**src/rtl/bus_pkg.sv**
```systemverilog
// Shared bus definitions: source/enable/index sizes, arbiter state encoding,
// and the enable-word and owner-index types used across the bus datapath.
package bus_pkg;

   localparam int N_BUS_SRC = 24;
   localparam int BUS_EN_W  = 32;
   localparam int BUS_ID_W  = 5;

   typedef enum logic [1:0] {
      IDLE  = 2'd0,
      GRANT = 2'd1,
      TURN  = 2'd2
   } arb_state_t;

   typedef logic [BUS_EN_W-1:0] bus_en_t;
   typedef logic [BUS_ID_W-1:0] bus_id_t;

endpackage

```
**src/rtl/bus_arbiter_if.sv**
```systemverilog
// Request/grant bundle between the requesting agents and the bus arbiter.
// Handshake: req is a level held by a source for as long as it wants the bus;
// it owns the bus in every cycle where grant_valid=1 and grant_id names it.
interface bus_arbiter_if
   import bus_pkg::*;
#(
   parameter int N_SRC = N_BUS_SRC,
   parameter int EN_W  = BUS_EN_W,
   parameter int ID_W  = BUS_ID_W
) ();

   logic [N_SRC-1:0] req;
   logic [EN_W-1:0]  Bus_enable;
   logic             grant_valid;
   logic [ID_W-1:0]  grant_id;
   logic             preempt;
   arb_state_t       dbg_state;

   modport master (
      input  req,
      output Bus_enable, grant_valid, grant_id, preempt, dbg_state
   );

   modport slave (
      output req,
      input  Bus_enable, grant_valid, grant_id, preempt, dbg_state
   );

endinterface

```
**src/rtl/bus_arbiter_rr_pick.sv**
```systemverilog
// Combinational round-robin search: first set req bit after ptr, wrapping.
// Also usable for memory-port arbitration.
module rr_pick #(
   parameter int N    = 24,
   parameter int ID_W = 5
) (
   input  logic [N-1:0]    req,
   input  logic [ID_W-1:0] ptr,
   output logic            found,
   output logic [ID_W-1:0] idx
);

   always_comb begin
      found = 1'b0;
      idx   = '0;
      // ptr itself is checked last, so the previous winner has lowest priority
      for (int i = 1; i <= N; i++) begin
         if (!found && req[(int'(ptr) + i) % N]) begin
            found = 1'b1;
            idx   = ID_W'((int'(ptr) + i) % N);
         end
      end
   end

endmodule

```
**src/rtl/bus_arbiter.sv**
```systemverilog
// Round-robin bus arbiter with a one-cycle idle turnaround between owners.
// Define BUS_ARB_TIMEOUT_EN to add tenure limiting with a preempt pulse.
module bus_arbiter
   import bus_pkg::*;
#(
   parameter int N_SRC      = N_BUS_SRC,
   parameter int EN_W       = BUS_EN_W,
   parameter int ID_W       = BUS_ID_W,
   parameter int MAX_TENURE = 8
) (
   input  logic          clock,
   input  logic          reset_n,
   bus_arbiter_if.master bus
);

   arb_state_t      state_q, state_n;
   logic [ID_W-1:0] ptr_q, ptr_n;
   logic [EN_W-1:0] en_q, en_n;
   logic [ID_W-1:0] id_q, id_n;
   logic            valid_q, valid_n;
   logic            pre_q, pre_n;
   logic            pick_found;
   logic [ID_W-1:0] pick_idx;

`ifdef BUS_ARB_TIMEOUT_EN
   localparam logic [7:0] TEN_LAST = 8'(MAX_TENURE - 1);
   logic [7:0]       tenure_q, tenure_n;
   logic [N_SRC-1:0] others;

   assign others = bus.req & ~(N_SRC'(1) << id_q);
`endif

   rr_pick #(.N(N_SRC), .ID_W(ID_W)) u_pick (
      .req   (bus.req),
      .ptr   (ptr_q),
      .found (pick_found),
      .idx   (pick_idx)
   );

   always_comb begin
      state_n = state_q;
      ptr_n   = ptr_q;
      en_n    = en_q;
      id_n    = id_q;
      valid_n = valid_q;
      pre_n   = 1'b0;
`ifdef BUS_ARB_TIMEOUT_EN
      tenure_n = tenure_q;
`endif
      case (state_q)
         IDLE, TURN: begin
            if (pick_found) begin
               state_n = GRANT;
               en_n    = EN_W'(1) << pick_idx;
               id_n    = pick_idx;
               valid_n = 1'b1;
               ptr_n   = pick_idx;
`ifdef BUS_ARB_TIMEOUT_EN
               tenure_n = '0;
`endif
            end else begin
               state_n = IDLE;
               en_n    = '0;
               id_n    = '0;
               valid_n = 1'b0;
            end
         end
         GRANT: begin
            // A voluntary release wins over a timeout in the same cycle
            if (!bus.req[id_q]) begin
               state_n = TURN;
               en_n    = '0;
               id_n    = '0;
               valid_n = 1'b0;
            end
`ifdef BUS_ARB_TIMEOUT_EN
            else if (tenure_q == TEN_LAST && |others) begin
               state_n = TURN;
               en_n    = '0;
               id_n    = '0;
               valid_n = 1'b0;
               pre_n   = 1'b1;
            end else if (tenure_q != TEN_LAST) begin
               tenure_n = tenure_q + 8'd1;
            end
`endif
         end
         default: begin
            state_n = IDLE;
            en_n    = '0;
            id_n    = '0;
            valid_n = 1'b0;
         end
      endcase
   end

   always_ff @(posedge clock) begin
      if (!reset_n) begin
         state_q <= IDLE;
         ptr_q   <= ID_W'(N_SRC - 1);
         en_q    <= '0;
         id_q    <= '0;
         valid_q <= 1'b0;
         pre_q   <= 1'b0;
`ifdef BUS_ARB_TIMEOUT_EN
         tenure_q <= '0;
`endif
      end else begin
         state_q <= state_n;
         ptr_q   <= ptr_n;
         en_q    <= en_n;
         id_q    <= id_n;
         valid_q <= valid_n;
         pre_q   <= pre_n;
`ifdef BUS_ARB_TIMEOUT_EN
         tenure_q <= tenure_n;
`endif
      end
   end

   assign bus.Bus_enable  = en_q;
   assign bus.grant_id    = id_q;
   assign bus.grant_valid = valid_q;
`ifdef BUS_ARB_TIMEOUT_EN
   assign bus.preempt     = pre_q;
`else
   assign bus.preempt     = 1'b0;
`endif
   assign bus.dbg_state   = state_q;

`ifndef BUS_ARB_TIMEOUT_EN
   logic unused_pre;
   assign unused_pre = pre_q;
`endif

endmodule

```
**src/flat_wrapper.sv**
```systemverilog
// flat-port wrapper written by rule: the top's interface ports become plain ports
module bus_arbiter_flat import bus_pkg::*;
#(
   parameter int N_SRC      = N_BUS_SRC,
   parameter int EN_W       = BUS_EN_W,
   parameter int ID_W       = BUS_ID_W,
   parameter int MAX_TENURE = 8
)
  (clock, reset_n, bus_req, bus_Bus_enable, bus_grant_valid, bus_grant_id, bus_preempt, bus_dbg_state);
  bus_arbiter_if #(.N_SRC(N_SRC), .EN_W(EN_W), .ID_W(ID_W)) bus_i ();
  input  logic clock;
  input  logic reset_n;
  input wire logic [$bits(bus_i.req)-1:0] bus_req;
  output wire logic [$bits(bus_i.Bus_enable)-1:0] bus_Bus_enable;
  output wire logic [$bits(bus_i.grant_valid)-1:0] bus_grant_valid;
  output wire logic [$bits(bus_i.grant_id)-1:0] bus_grant_id;
  output wire logic [$bits(bus_i.preempt)-1:0] bus_preempt;
  output wire logic [$bits(bus_i.dbg_state)-1:0] bus_dbg_state;
  assign bus_i.req = bus_req;
  assign bus_Bus_enable = bus_i.Bus_enable;
  assign bus_grant_valid = bus_i.grant_valid;
  assign bus_grant_id = bus_i.grant_id;
  assign bus_preempt = bus_i.preempt;
  assign bus_dbg_state = bus_i.dbg_state;
  bus_arbiter #(.N_SRC(N_SRC), .EN_W(EN_W), .ID_W(ID_W), .MAX_TENURE(MAX_TENURE)) u_core (.clock(clock), .reset_n(reset_n), .bus(bus_i));
endmodule
```
**config.mk**
```make
export PLATFORM = sky130hd
export DESIGN_NAME = bus_arbiter_flat
export DESIGN_NICKNAME = d
export VERILOG_FILES = /design/src/rtl/bus_pkg.sv /design/src/rtl/bus_arbiter_if.sv /design/src/rtl/bus_arbiter_rr_pick.sv /design/src/rtl/bus_arbiter.sv /design/src/flat_wrapper.sv
export SDC_FILE = /design/constraint.sdc
export NUM_CORES = 1
export LEC_CHECK = 0
export CAP_MARGIN = 15
export CELL_PAD_IN_SITES_DETAIL_PLACEMENT = 1
export CELL_PAD_IN_SITES_GLOBAL_PLACEMENT = 1
export CORE_ASPECT_RATIO = 0.75
export CORE_UTILIZATION = 49
export DETAILED_ROUTE_END_ITERATION = 10
export GPL_ROUTABILITY_DRIVEN = 0
export PLACE_DENSITY_LB_ADDON = 0.25
export SYNTH_ARGS = -nofsm -noshare
export SYNTH_HDL_FRONTEND = slang
export SYNTH_HIERARCHICAL = 1
export SYNTH_SLANG_ARGS = --single-unit
export TNS_END_PERCENT = 5
```
**constraint.sdc**
```tcl
create_clock -name clock -period 16.4 [get_ports clock]
set_input_delay 3.28 -clock clock [delete_from_list [all_inputs] [get_ports clock]]
set_output_delay 3.28 -clock clock [all_outputs]
set_load 0.02 [all_outputs]
```
==> results of run 1 <==
[final timing paths]
path / startpoint / end / cells after the start
max: bus_req[10] / u_core/bus.Bus_enable[24] / 15
min: u_core/bus.Bus_enable[6] / u_core/bus.Bus_enable[6] / 1
max reg2reg: u_core/ptr_q[2] / u_core/bus.Bus_enable[24] / 22
min reg2reg: u_core/bus.Bus_enable[6] / u_core/bus.Bus_enable[6] / 1
[cells in the final DEF, fill, tap and decap left out, drive strengths merged, types with 8 or more instances in the layout]
cell type,netlist,routed
nand2,101,101
a21oi,66,66
clkdlybuf4s50,0,65
nor2,65,65
mux2i,53,53
o21ai,52,52
dfxtp,44,44
inv,43,44
ha,43,43
nand3,39,39
nor3,30,30
mux4,27,27
nand2b,26,26
xnor2,26,26
mux2,26,26
nor2b,23,23
o2bb2ai,19,19
a31oi,19,19
a22o,19,19
a211oi,16,16
buf,43,15
a21o,13,13
nand4,13,13
and2,13,13
or3,13,13
or2,12,12
and3,11,11
a22oi,10,10
o211ai,10,10
nor4,10,10
nand3b,9,9
o31ai,9,9
or4,9,9
nor3b,8,8
a311oi,8,8
o22ai,8,8
a31o,8,8
a21boi,8,8
[stage by stage]
step | cells | setup WS (ps) | util [%] | cell area [um2]
detailed placement | 1311 | 7190 | 53.6 | 8990
global route | 1319 | 6910 | 54.6 | 9160
global placement | 1311 | 7480 | 53.6 | 8990
floorplan | 1088 | 8880 | - | 8380
finish | 1319 | 7250 | 54.6 | 9160
CTS | 1319 | 7460 | 54.6 | 9160
[worst reg2reg max path: cells and delay by family, from the launching register on]
| kind | cells | cell delay (ps) |
|---|---|---|
| adder cells (fa/ha/maj) | 2 | 800 |
| AO/OA/AOI/OAI | 7 | 1990 |
| AND/OR/NAND/NOR | 7 | 3310 |
| flip-flops | 1 | 310 |
| XOR/XNOR | 1 | 130 |
| multiplexers | 2 | 630 |
| buffers and inverters | 3 | 1180 |
[cell type report]
| type | instances | area [um2] | area share [%] |
|---|---|---|---|
| Clock inverter | 3 | 46.3 | 0.505 |
| Inverter | 45 | 169 | 1.84 |
| Clock buffer | 5 | 125 | 1.37 |
| Tap cell | 215 | 269 | 2.94 |
| Sequential cell | 44 | 885 | 9.65 |
| Multi-Input combinational cell | 927 | 6910 | 75.4 |
| Timing Repair Buffer | 80 | 763 | 8.33 |
[cell families (layout without fill, tap and decap cells)]
| logic type | Yosys count | after routing | share of synthesized area [%] |
|---|---|---|---|
| buffers and inverters | 117 | 133 | 7.08 |
| flip-flops | 44 | 44 | 10.5 |
| multiplexers | 106 | 106 | 17.2 |
| adder cells (fa/ha/maj) | 43 | 43 | 6.42 |
| other | 1 | 1 | 0.0447 |
| AO/OA/AOI/OAI | 341 | 341 | 29.5 |
| XOR/XNOR | 30 | 30 | 3.14 |
| AND/OR/NAND/NOR | 406 | 406 | 26.1 |
[routing by layer]
layer  part of all wire [%]  routed length [um]  up-vias  global-route usage, %
li1                       -                   -     4209                      -
met4                    3.3                1140        0                   13.2
met5                      0                   0        -                      0
met3                     12                3940       97                   10.8
met2                     42               14500      557                   58.0
met1                     43               14700     4693                   52.2
[sequential cells by signal, indices dropped and copies added, names as in the netlist]
| register | count |
|---|---|
| u_core/bus.Bus_enable | 32 |
| u_core/bus.dbg_state | 1 |
| u_core/bus.grant_id | 5 |
| u_core/bus.grant_valid | 1 |
| u_core/ptr_q | 5 |
==> results.py, run 1 <==
metrics = {
    "clocking": {
        "clkLatencyLatePin_ps": 290,
        "post_cts_hold_buffers": 0,
        "cts_resized": 0,
        "cts_setup_buffers": 0,
        "cts.sink_count": 44,
        "cts_tree": "built",
        "path_clk_slew_ps": 70,
        "cts_buffer_count": 5,
        "cts_root_buf": "clkbuf_16",
        "cts_max_level": 2,
        "clock_tree_buffer_depth": 2,
    },
    "setup_path": {
        "cell_mode_on_critical_path": "nand2_1",
        "setup.worst_path.start_class": "input port",
        "buffering_stage_count_on_the_worst_path_with_inverters_included": 1,
        "worst-r2r-setup-slack_ps": 8000,
        "path_class": "input port to register",
        "setup.worst_path.end_class": "register",
        "crit_path_cell_trace": "clkdlybuf4s50_1 > mux2_2 > mux4_2 > or3b_1 > a32oi_1 > and4b_1 > nand3_1 > nor4_2 > nand2_1 > o221ai_1 > a2111oi_1 > a21oi_1 > nand2_1 > nor3_1 > a22o_2",
        "crit_fanout": 12,
        "critPathRequiredTime_ps": 16630,
        "worst_path_max_delay_cell": "nor4_2",
        "cp_data_arrival_time_ps": 9380,
        "critical_path.top_delay_family": "simple AND/OR/NAND/NOR gates",
        "crit_path_max_incr_delay_ps": 1010,
    },
    "place": {
        "port_buffers": 65,
        "post-dp-hpwl_mm": 26.0,
    },
    "yosys": {
        "sequential_share_of_the_synthesized_area_pct": 10.5,
        "syn-num-nets": 1157,
        "postSynthRegisterBits": 44,
        "synth_ff_type": "dfxtp_1",
        "ys_top_cells_by_count": "nand2_1 (101), a21oi_1 (64), nor2_1 (64)",
        "netlist_top_cells_area": "dfxtp_1 (11%), mux4_2 (6.7%), ha_1 (6.4%)",
        "syn_area_um2": 8380,
        "synth.top_cell.area_share_pct": 10.5,
        "leading_cell_type_by_number_of_instances_after_synthesis": "nand2_1",
        "postSynthCellCount": 1088,
        "synthDistinctLibCells": 110,
        "ys_async_sr_fraction_pct": 0,
        "synth_edf_count": 0,
        "synth.yosys.warnings": 6,
        "post_synth.cell_area_avg_um2": 7.70,
        "dominant_cell_type_by_area_after_synthesis": "dfxtp_1",
    },
    "timing": {
        "rsz0062_at_grt": "false",
        "tightest_slew_ps": 997,
        "timing.setup.tns_ps": 0,
        "timing.clock.skew_ps": 6.65,
        "timing.final.setup_violations": 0,
        "timing.final.max_slew_violations": 0,
        "post-route-min-period_ps": 9150,
        "final_min_period_over_clock_period_pct": 55.8,
        "max_clock_freq_ghz": 0.109,
        "hold-worst-slack_ps": 469,
        "slew-limit-headroom_pct": 33.5,
        "hold_viol": 0,
    },
    "hold_path": {
        "timing.hold.worst.class": "register to register",
    },
    "floorplan": {
        "floorplan.core_area_um2": 16800,
        "start_util_pct": 50.0,
        "die_height_um": 115,
        "die_width_um": 153,
        "fp.dieArea_um2": 17600,
        "fp-row-count": 41,
        "boundaryPins": 67,
    },
    "drt": {
        "dr_total_vias": 9556,
        "drt_first_pass_iters": 5,
        "detail_route.wl_per_cell_um": 26.0,
        "antenna_nets_post_route": 0,
        "drc": 0,
        "routed_via_density": 7.24,
        "initial_detailed_routing_violation_count": 1252,
        "routed_wl_mm": 34.2,
    },
    "final_layout": {
        "drive_above_1_share_pct": 11.0,
        "fillers": 2099,
        "insertedDiodeCount": 0,
        "layout-area-overhead-vs-synth_pct": 9.35,
        "total_nets_final": 1172,
    },
    "flow_run": {
        "timing.max_cap.violations": 0,
    },
    "global_routing": {
        "grt_usage_pct": 38.3,
        "global_route.overflow_total": 0,
        "grt_max_degree": 52,
        "grt_pass1_vias": 9111,
        "grt_first_pass_wirelength_mm": 53.0,
        "antenna_found_initial": 0,
    },
    "run_status": {
        "run_status": "finished clean",
    },
}
Power of run 1 is left out: the tool's default activity adds up to more than one toggle a clock period on the data nets, which glitch-free logic cannot reach.
==> run 2: changes to the inputs <==
--- a/config.mk
+++ b/config.mk
@@ -9,7 +9,7 @@
 export CELL_PAD_IN_SITES_DETAIL_PLACEMENT = 1
 export CELL_PAD_IN_SITES_GLOBAL_PLACEMENT = 1
 export CORE_ASPECT_RATIO = 0.75
-export CORE_UTILIZATION = 49
+export CORE_UTILIZATION = 45
 export DETAILED_ROUTE_END_ITERATION = 10
 export GPL_ROUTABILITY_DRIVEN = 0
 export PLACE_DENSITY_LB_ADDON = 0.25
==> constraint.sdc (replaced) <==
create_clock -name clock -period 8.75 [get_ports clock]
set_input_delay 1.75 -clock clock [delete_from_list [all_inputs] [get_ports clock]]
set_output_delay 1.75 -clock clock [all_outputs]
set_load 0.02 [all_outputs]
==> results.py, run 2 (synthesis results as in run 1) <==
metrics = {
    "setup_path": {
        "cp_data_arrival_time_ps": 7950,
        "setup.worst_path.end_class": "register",
        "critPathRequiredTime_ps": 9000,
        "reg2reg_to": "u_core/bus.Bus_enable[21]",
        "setup.worst_path.start_class": "register",
        "r2r.worst_path.cells": 16,
        "worst-r2r-setup-slack_ps": 1050,
        "crit_path_cell_trace": "inv_1 > ha_1 > clkinv_1 > mux4_2 > a32o_1 > a32oi_1 > and4b_1 > nand3_1 > nor3_2 > and3_1 > a21oi_1 > o32ai_1 > a311o_1 > nand2_1 > nor3_1 > a22o_1",
        "crit_path_max_incr_delay_ps": 1000,
        "path_class": "register to register",
        "r2r_start": "u_core/ptr_q[0]",
        "worst_path_max_delay_cell": "ha_1",
        "crit_fanout": 27,
    },
    "floorplan": {
        "die_height_um": 120,
        "die_width_um": 160,
        "start_util_pct": 46.8,
        "fp-row-count": 42,
        "boundaryPins": 67,
        "fp.dieArea_um2": 19200,
        "floorplan.core_area_um2": 17900,
    },
    "global_routing": {
        "global_route.overflow_total": 0,
        "antenna_found_initial": 1,
        "grt_max_degree": 41,
        "grt_first_pass_wirelength_mm": 51.1,
        "grt_pass1_vias": 8934,
        "grt_usage_pct": 34.3,
    },
    "drt": {
        "drt_first_pass_iters": 6,
        "drc": 0,
        "routed_wl_mm": 33.3,
        "detail_route.wl_per_cell_um": 24.7,
        "routed_via_density": 6.89,
        "initial_detailed_routing_violation_count": 1114,
        "antenna_nets_post_route": 0,
        "dr_total_vias": 9281,
    },
    "timing": {
        "timing.final.max_slew_violations": 0,
        "max_clock_freq_ghz": 0.130,
        "tightest_slew_ps": 1090,
        "timing.clock.skew_ps": 9.25,
        "timing.final.setup_violations": 0,
        "slew-limit-headroom_pct": 26.9,
        "post-route-min-period_ps": 7700,
        "final_min_period_over_clock_period_pct": 88.0,
        "hold_viol": 0,
        "timing.setup.tns_ps": 0,
        "rsz0062_at_grt": "false",
    },
    "clocking": {
        "cts_root_buf": "clkbuf_16",
        "cts.sink_count": 44,
        "cts_resized": 0,
        "cts_max_level": 2,
        "clkLatencyLatePin_ps": 300,
        "cts_tree": "built",
        "path_clk_slew_ps": 70,
        "cts_setup_buffers": 0,
        "post_cts_hold_buffers": 0,
        "clock_tree_buffer_depth": 2,
        "cts_buffer_count": 5,
    },
    "hold_path": {
        "holdPathStages": 1,
        "hold_path_end": "u_core/bus.Bus_enable[10]",
        "timing.hold.worst.class": "register to register",
        "worst_hold_startpoint": "u_core/bus.Bus_enable[10]",
    },
    "run_status": {
        "run_status": "finished clean",
    },
    "place": {
        "port_buffers": 65,
        "post-dp-hpwl_mm": 25.7,
    },
    "final_layout": {
        "mostFrequentLayoutCells": "nand2_1 (101), clkdlybuf4s50_1 (65), nor2_1 (64), a21oi_1 (64), mux2i_1 (53)",
        "total_nets_final": 1173,
        "mostFrequentLayoutCell": "nand2_1",
        "fillers": 2234,
        "drive_above_1_share_pct": 11.0,
        "insertedDiodeCount": 0,
        "layout-area-overhead-vs-synth_pct": 9.84,
        "largest_reg_flops": 32,
        "seqCellArea_um2": 885,
        "multiInputGateArea_um2": 6910,
    },
    "flow_run": {
        "timing.max_cap.violations": 0,
    },
}
run 2: worst max-delay path, delay by kind of cell, from the launching register on:
family          cells  cell delay, ps
buf+inv             2             850
simple gates        6            2700
compound gates      6            1680
mux                 1             490
fa+ha+maj           1            1000
flops               1             890
run 2: final cells by class:
class                      instances  share of cell area (%)
clock buffer                       5                    1.36
sequential                        44                    9.61
multi-input combinational        927                    75.0
inverter                          45                    1.83
timing repair buffer              81                    8.37
tap                              242                    3.29
clock inverter                     3                   0.503
run 2: worst max path at each step:
stage	startpoint	endpoint	slack, ps	cells past startpoint
2_1_floorplan	u_core/ptr_q[2]	u_core/bus.Bus_enable[17]	2570	25
3_3_place_gp	bus_req[11]	u_core/bus.Bus_enable[21]	1360	15
3_5_place_dp	bus_req[11]	u_core/bus.Bus_enable[12]	1260	15
4_1_cts	u_core/ptr_q[0]	u_core/bus.Bus_enable[12]	1310	16
5_1_grt	u_core/ptr_q[0]	u_core/bus.Bus_enable[12]	680	16
6_report	u_core/ptr_q[0]	u_core/bus.Bus_enable[21]	1050	16
run 2: through the flow:
stage	utilization (%)	worst slack (ps)	cells	cell area (um2)	hold slack, ps
3_5_place_dp	50.4	1260	1339	9030	451
3_3_place_gp	50.4	1360	1339	9030	453
5_1_grt	51.4	676	1347	9210	487
6_report	51.4	1050	1347	9210	470
4_1_cts	51.4	1310	1347	9210	471
2_1_floorplan	-	2570	1088	8380	493
run 2: layer usage:
metal	track usage, %	part of all wire, %
met5	0.802	0
met4	11.5	2.9
met3	10.9	11
met2	49.3	41
met1	47.8	45
Power of run 2 is left out for the same reason.
==> run 3: changes to the inputs <==
--- a/config.mk
+++ b/config.mk
@@ -5,7 +5,7 @@
 export SDC_FILE = /design/constraint.sdc
 export NUM_CORES = 1
 export LEC_CHECK = 0
-export CAP_MARGIN = 15
+export CAP_MARGIN = 20
 export CELL_PAD_IN_SITES_DETAIL_PLACEMENT = 1
 export CELL_PAD_IN_SITES_GLOBAL_PLACEMENT = 1
 export CORE_ASPECT_RATIO = 0.75
==> results of run 3 <==
Same layout as run 2: the final DEF is identical, and so are final timing and power.
Power of run 3 is left out for the same reason.
